**config.mk**
```make
export PLATFORM = sky130hd
export DESIGN_NAME = snake_tick_scheduler
export DESIGN_NICKNAME = d
export VERILOG_FILES = /design/src/rtl/snake_tick_scheduler.sv
export SDC_FILE = /design/constraint.sdc
export NUM_CORES = 1
export LEC_CHECK = 0
export BUFFER_PORTS_ARGS = -buffer_cell sky130_fd_sc_hd__buf_2
export CAP_MARGIN = 10
export CORE_UTILIZATION = 54
export CTS_CLUSTER_DIAMETER = 30
export DETAILED_ROUTE_END_ITERATION = 12
export HOLD_SLACK_MARGIN = 0.15
export PLACE_DENSITY = 0.75
export SKIP_CTS_REPAIR_TIMING = 1
export SLEW_MARGIN = 30
export SYNTH_ARGS = -nofsm -noshare
export SYNTH_HDL_FRONTEND = slang
export SYNTH_SLANG_ARGS = --single-unit
```
**constraint.sdc**
```tcl
create_clock -name clk -period 2.9 [get_ports clk]
set_input_delay 0.58 -clock clk [delete_from_list [all_inputs] [get_ports clk]]
set_output_delay 0.58 -clock clk [all_outputs]
set_load 0.01 [all_outputs]
```
**src/rtl/snake_tick_scheduler.sv**
```systemverilog
// snake_tick_scheduler
//   Timing scheduler for the greedy-snake game. From the single system clock
//   it produces a free-running scan tick for display multiplexing and a
//   game-step request. The step period depends on the current speed level.
//   The request is handed to the game-update logic with a req/ack handshake.
//   Steps that fall due while a request is still outstanding are counted
//   rather than queued. Every output is a synchronous enable or level, and
//   no derived clocks are generated.
//
// Parameters
//   BASE_DIV    clk cycles per scan tick (must be >= 2)
//   BASE_STEPS  scan ticks per game step at speed level 0
//   STEP_DELTA  scan ticks removed from the step period per speed level
//               (BASE_STEPS - 7*STEP_DELTA must be >= 1)
//
// Ports
//   clk          system clock
//   rst          synchronous, active-high reset
//   run          1 = game running, 0 = paused
//   speed_up     one-cycle pulse, raise speed level (saturates at 7)
//   speed_down   one-cycle pulse, lower speed level (saturates at 0)
//   step_ack     game logic consumed the step (only honoured while step_req)
//   tick_2ms     one-cycle pulse every BASE_DIV cycles, free-running
//   step_req     game-step request, held until acknowledged
//   speed_level  current speed level, 0 (slowest) .. 7 (fastest)
//   overrun_cnt  steps that fell due while step_req was already high (sat 255)
//
// State table
//   state       | meaning
//   st_paused   | run = 0; step counter frozen, outstanding request kept
//   st_count    | run = 1, no request outstanding, counting scan ticks
//   st_pending  | step_req = 1, waiting for step_ack

module snake_tick_scheduler #(
  parameter int BASE_DIV   = 200_000,
  parameter int BASE_STEPS = 250,
  parameter int STEP_DELTA = 25
) (
  input  logic       clk,
  input  logic       rst,
  input  logic       run,
  input  logic       speed_up,
  input  logic       speed_down,
  input  logic       step_ack,
  output logic       tick_2ms,
  output logic       step_req,
  output logic [2:0] speed_level,
  output logic [7:0] overrun_cnt
);

  localparam int BW = (BASE_DIV > 1) ? $clog2(BASE_DIV) : 1;
  localparam int SW = $clog2(BASE_STEPS + 1);

  localparam logic [BW-1:0] BASE_LAST = BW'(BASE_DIV - 1);
  // tick_2ms is registered, so it is armed one count before the wrap to
  // land in the same cycle that the counter sits at its last value.
  localparam logic [BW-1:0] TICK_ARM  = BW'(BASE_DIV - 2);

  typedef enum logic [1:0] {
    st_paused  = 2'd0,
    st_count   = 2'd1,
    st_pending = 2'd2
  } state_t;

  state_t        state;
  logic [BW-1:0] base_cnt;
  logic [SW-1:0] step_cnt;
  logic [SW-1:0] period;
  logic [SW:0]   cnt_inc;
  logic          qual_tick;
  logic          step_due;
  logic          req_next;
  logic          overrun_hit;

  // --------------------------------------------------------------------
  // Scan tick: free-running, independent of run and of the handshake.
  // --------------------------------------------------------------------
  always_ff @(posedge clk) begin
    if (rst) begin
      base_cnt <= '0;
      tick_2ms <= 1'b0;
    end else begin
      if (base_cnt == BASE_LAST) begin
        base_cnt <= '0;
      end else begin
        base_cnt <= base_cnt + 1'b1;
      end
      tick_2ms <= (base_cnt == TICK_ARM);
    end
  end

  // --------------------------------------------------------------------
  // Speed level: opposing pulses in the same cycle cancel.
  // --------------------------------------------------------------------
  always_ff @(posedge clk) begin
    if (rst) begin
      speed_level <= 3'd0;
    end else if (speed_up && !speed_down) begin
      if (speed_level != 3'd7) begin
        speed_level <= speed_level + 3'd1;
      end
    end else if (speed_down && !speed_up) begin
      if (speed_level != 3'd0) begin
        speed_level <= speed_level - 3'd1;
      end
    end
  end

  // --------------------------------------------------------------------
  // Step due detection. The >= compare lets a step counter that is already
  // past a freshly shortened period fire on the next qualifying tick
  // instead of running all the way round.
  // --------------------------------------------------------------------
  always_comb begin
    period      = SW'(BASE_STEPS - (int'(speed_level) * STEP_DELTA));
    cnt_inc     = {1'b0, step_cnt} + (SW+1)'(1);
    qual_tick   = tick_2ms & run;
    step_due    = qual_tick & (cnt_inc >= {1'b0, period});
    // A due step always (re)raises the request; otherwise an ack drops it.
    req_next    = step_due | (step_req & ~step_ack);
    overrun_hit = step_due & step_req & ~step_ack;
  end

  // --------------------------------------------------------------------
  // Step FSM with registered request and overrun counter.
  // --------------------------------------------------------------------
  always_ff @(posedge clk) begin
    if (rst) begin
      state       <= st_count;
      step_cnt    <= '0;
      step_req    <= 1'b0;
      overrun_cnt <= 8'd0;
    end else begin
      if (qual_tick) begin
        step_cnt <= step_due ? '0 : cnt_inc[SW-1:0];
      end

      step_req <= req_next;

      if (overrun_hit && (overrun_cnt != 8'hFF)) begin
        overrun_cnt <= overrun_cnt + 8'd1;
      end

      // Leaving pause, the return state follows the outstanding request.
      if (!run) begin
        state <= st_paused;
      end else if (req_next) begin
        state <= st_pending;
      end else begin
        state <= st_count;
      end
    end
  end

  a_pending_has_req : assert property (@(posedge clk) disable iff (rst)
    (state == st_pending) |-> step_req);
  a_count_no_req : assert property (@(posedge clk) disable iff (rst)
    (state == st_count) |-> !step_req);

endmodule

```
# Word level (Yosys, flattened, before mapping)
# Index checks and enable logic that the tools add are counted.
# word_totals
word_cells,41
in_bits,6
output_inout_bits,13
register_bits,39
# classes
addsub,6
eq_ne,5
multipliers,1
bitwise,7
mux,5
magnitude_cmp,1
n_reduce_logical,10
# ops
operator,count
$eq A18 B18 Y1 const B,2
$add A18 B1 Y18 const B,1
$mux W3,4
$add A8 B1 Y9 const B,1
$ge A9 B8 Y1,1
$add A8 B1 Y8 const B,1
$mul A3 B5 Y8 const B,1
$mux W8,1
$ne A8 B8 Y1 const B,1
$sub A8 B8 Y8 const A,1
$and A1 B1 Y1,5
$reduce_bool A2 Y1,2
$add A3 B1 Y3 const B,1
$logic_and A1 B1 Y1,3
$ne A3 B3 Y1 const B,1
$reduce_and A3 Y1,1
$reduce_bool A3 Y1,1
$sub A3 B1 Y3 const B,1
$logic_not A1 Y1,2
$ne A2 B1 Y1 const B,1
$reduce_or A2 Y1,1
$not A1 Y1,1
$or A1 B1 Y1,1

# Longest topological paths before layout
# logic_depth
depth_word,7
mapped_depth,15

# Worst setup path after synthesis
# Ideal clock, no wire load.
# synth_path
kind,reg2reg
from,register speed_level[1]
to,register overrun_cnt[2]
t_required_ps,2779
t_arrival_ps,3171
setup_ps,121
stages_incl_launch_ff,14
slack_ps,-391
path_cell_list,dfxtp_1 > inv_1 > ha_1 > a211oi_1 > nand2_1 > a21oi_1 > xor2_1 > ha_1 > and3_1 > a221oi_1 > o211a_2 > buf_2 > nor2_1 > mux2_2
# synth_via
elab_chain_len,7
# synth_lines
item,line,text
from (decl),47,"output logic [2:0] speed_level,"
from (signal assigned),100,speed_level <= speed_level + 3'd1;
from (signal assigned),104,speed_level <= speed_level - 3'd1;
$mul A3 B5 Y8,115,period = SW'(BASE_STEPS - (int'(speed_level) * STEP_DELTA));
$sub A8 B8 Y8,115,
$ge A9 B8 Y1,118,"step_due = qual_tick & (cnt_inc >= {1'b0, period});"
$and A1 B1 Y1,118,
$and A1 B1 Y1 (2 in a row),121,overrun_hit = step_due & step_req & ~step_ack;
$logic_and A1 B1 Y1,140,if (overrun_hit && (overrun_cnt != 8'hFF)) begin
to (signal assigned),141,overrun_cnt <= overrun_cnt + 8'd1;
to (decl),48,output logic [7:0] overrun_cnt
# Every way passes these cells.
# A chain may end at the register's enable or synchronous reset.

# Worst setup path in the final report
# layout_path
from,register speed_level[1]
to,register overrun_cnt[0]
# Same word-level chain as after synthesis.

==> impl_metrics.env <==
export IMPL_finalPower_mw=1.86
export IMPL_clk_pin_slew_ns=0.08
export IMPL_synth_cell_types=39
export IMPL_drc=0
export IMPL_place_congestion=0.761
export IMPL_area_growth_pct=20.6
export IMPL_drv_cap=0
export IMPL_routed_top_layer="met4"
export IMPL_fin_crit_ns=2.99
export IMPL_synth_edf_count=0
export IMPL_h_tree_depth=2
export IMPL_endpoint_kind="flip-flop"
export IMPL_worst_path_largest_cell_delay_ns=0.38
export IMPL_wl_met3_um=134
export IMPL_placedCellCount=343
export IMPL_grt_overflow=0
export IMPL_synth_seq_cells=39
export IMPL_setup_viol=13
export IMPL_grt_max_degree=24
export IMPL_cts_tree="yes"
export IMPL_startpoint_type="flip-flop"
export IMPL_dp_slack_ns=-0.115
export IMPL_met2WireLength_um=2090
export IMPL_fp_dieW_um=67.3
export IMPL_synth_ff_type="dfxtp_1"
export IMPL_start_util=0.567
export IMPL_rows=23
export IMPL_finalSetupTns_ns=-0.597
export IMPL_pin_count=19
export IMPL_root_buffer="clkbuf_8"
export IMPL_n_fill_cell=336
export IMPL_cts_num_sinks=39
export IMPL_slew_violations=0
export IMPL_drtIter0Drc=69
export IMPL_dieArea_um2=4520
export IMPL_drive_above_1_share=0.234
export IMPL_post_route_period_util=1.03
export IMPL_violations="setup timing"
export IMPL_ir_worst_vdd_uv=354
export IMPL_nets=335
export IMPL_ys_seq_area_frac=0.339
export IMPL_die_height_um=67.3
export IMPL_core_um2=4060
export IMPL_layout_commonest_cell="nor2_1"
export IMPL_crit_path_frequent_cell="ha_1"
export IMPL_worst_pin_slew_ns=0.755
export IMPL_worstPathRequired_ns=3.08
export IMPL_instances_no_fill=354
export IMPL_regArea_um2=792
export IMPL_numCtsBuffers=5
export IMPL_drtAntennaViolNets=0
export IMPL_rsz0062_at_grt="true"
export IMPL_grt_usage=0.207
export IMPL_synth_async_sr_flop_share=0
export IMPL_antenna_found_initial=0
export IMPL_routed_wl_um=4530
export IMPL_utilization=0.684
export IMPL_syn_nets=298
export IMPL_path_class="reg2reg"
export IMPL_ys_warn_count=0
export IMPL_cts_path_max_buffers=2
export IMPL_portBuffers=18
export IMPL_syn_instance_count=266
export IMPL_antenna_cells=0
export IMPL_timing_clock_skew_ns=0.00532
export IMPL_power_leakage_nw=1.14
export IMPL_status="finished with violations"
export IMPL_avgViaCountPerCell=5.30
export IMPL_cp_cell_sequence="inv_2, ha_1, inv_1, ha_1, a21oi_2, xor2_1, ha_1, and3_4, a221oi_2, o211a_4, nor2_1, mux2_2"
export IMPL_drtPass1Iterations=5
export IMPL_drt_met1_wl_um=2260
export IMPL_crit_arrival_ns=3.17
export IMPL_grt_pass1_vias=1699
export IMPL_max_slew_margin_rel=0.492
export IMPL_hold_viol_final=0
export IMPL_fmax_mhz=335
export IMPL_final_cell_mix="44 x nor2_1, 36 x dfxtp_1, 23 x nand2_1, 23 x xnor2_1, 23 x ha_1"
export IMPL_multiInputGateArea_um2=1550
export IMPL_slowest_stage="dfxtp_4"
export IMPL_fin_ws_ns=-0.0894
export IMPL_drt_wirelength_per_cell_um=12.8
export IMPL_hp_class="reg2reg"
export IMPL_insertion_delay_ns=0.29
export IMPL_grt_pass1_wl_um=7120
export IMPL_powerDensity_nw_per_um2=670
export IMPL_hpwl_um=3110
export IMPL_vias=1876
export IMPL_synth_area_per_cell_um2=8.65
export IMPL_syn_area_um2=2300
export IMPL_cp_max_fo=7
==> per-stage QoR <==
stage               instance area (um^2)  hold WS [ns]
finish                              2770         0.484
CTS                                 2670         0.490
detailed placement                  2560         0.473
floorplan                           2330         0.441
global route                        2770         0.519
global placement                    2560         0.459
==> final timing paths <==
kind	start	end	slack, ns	cells past startpoint
setup / recovery	speed_level[1]	overrun_cnt[0]	-0.09	12
hold / removal	base_cnt[0]	base_cnt[0]	0.48	1
setup reg to reg	speed_level[1]	overrun_cnt[0]	-0.09	12
hold reg to reg	base_cnt[0]	base_cnt[0]	0.48	1
==> synth_stat cells, drive strengths merged (2+ instances only) <==
cell type,number,area share
nor2,44,0.072
dfxtp,39,0.34
ha,24,0.13
nand2,24,0.039
xnor2,24,0.091
nand3,15,0.035
inv,12,0.020
xor2,11,0.042
and3,9,0.024
a21oi,7,0.015
nor3,5,0.011
mux2,4,0.020
nand2b,4,0.011
nor2b,4,0.011
or4,4,0.013
clkbuf,3,0.0049
nand4,3,0.0082
a211oi,2,0.0065
a21o,2,0.0065
buf,2,0.0071
fa,2,0.017
mux2i,2,0.0087
nor4,2,0.0054
o21ai,2,0.0044
o21bai,2,0.011
o31ai,2,0.0065
or2,2,0.0054
or3,2,0.0054
==> critical path, delay by kind of cell (launching register included) <==
family / cells / cell delay (ns)
muxes: 1 / 0.27
and+or+nand+nor: 2 / 0.28
xor gates and xnor gates: 1 / 0.17
adders and majority gates: 3 / 0.89
AOI/OAI and AO/OA: 3 / 0.81
buffers and inverters: 2 / 0.09
DFF: 1 / 0.38
==> final cells by class <==
type | instances | area share
Inverter | 12 | 0.0171
Clock inverter | 3 | 0.0158
Sequential cell | 39 | 0.286
Tap cell | 50 | 0.0226
Clock buffer | 5 | 0.0248
Timing Repair Buffer | 34 | 0.0758
Multi-Input combinational cell | 211 | 0.558
==> cell families (layout without fill, tap and decap cells) <==
logic type      after synthesis  after routing  share of synthesized area
xor+xnor                     35             35                      0.133
compound gates               23             24                     0.0724
buf+inv                      17             54                     0.0316
simple gates                120            120                      0.247
fa+ha+maj                    26             26                      0.148
mux                           6              6                     0.0283
flops                        39             39                      0.339
==> state kept, by name, summed over array words and instances (netlist names) <==
signal / cells
base_cnt: 18
speed_level: 3
overrun_cnt: 8
step_req: 1
tick_2ms: 1
step_cnt: 8
==> metal layers <==
layer	vias up	global-route usage
met5	-	0
met4	0	0.0824
met3	4	0.0507
met2	29	0.329
met1	868	0.269
li1	975	-
==> power breakdown <==
part | total (mW) | switching (mW) | internal (mW)
sequential | 0.595 | 0.0229 | 0.572
clock | 0.456 | 0.200 | 0.256
combinational | 0.808 | 0.422 | 0.386
total | 1.86 | 0.645 | 1.21
Note: power is estimated with default switching activity, not from simulation.
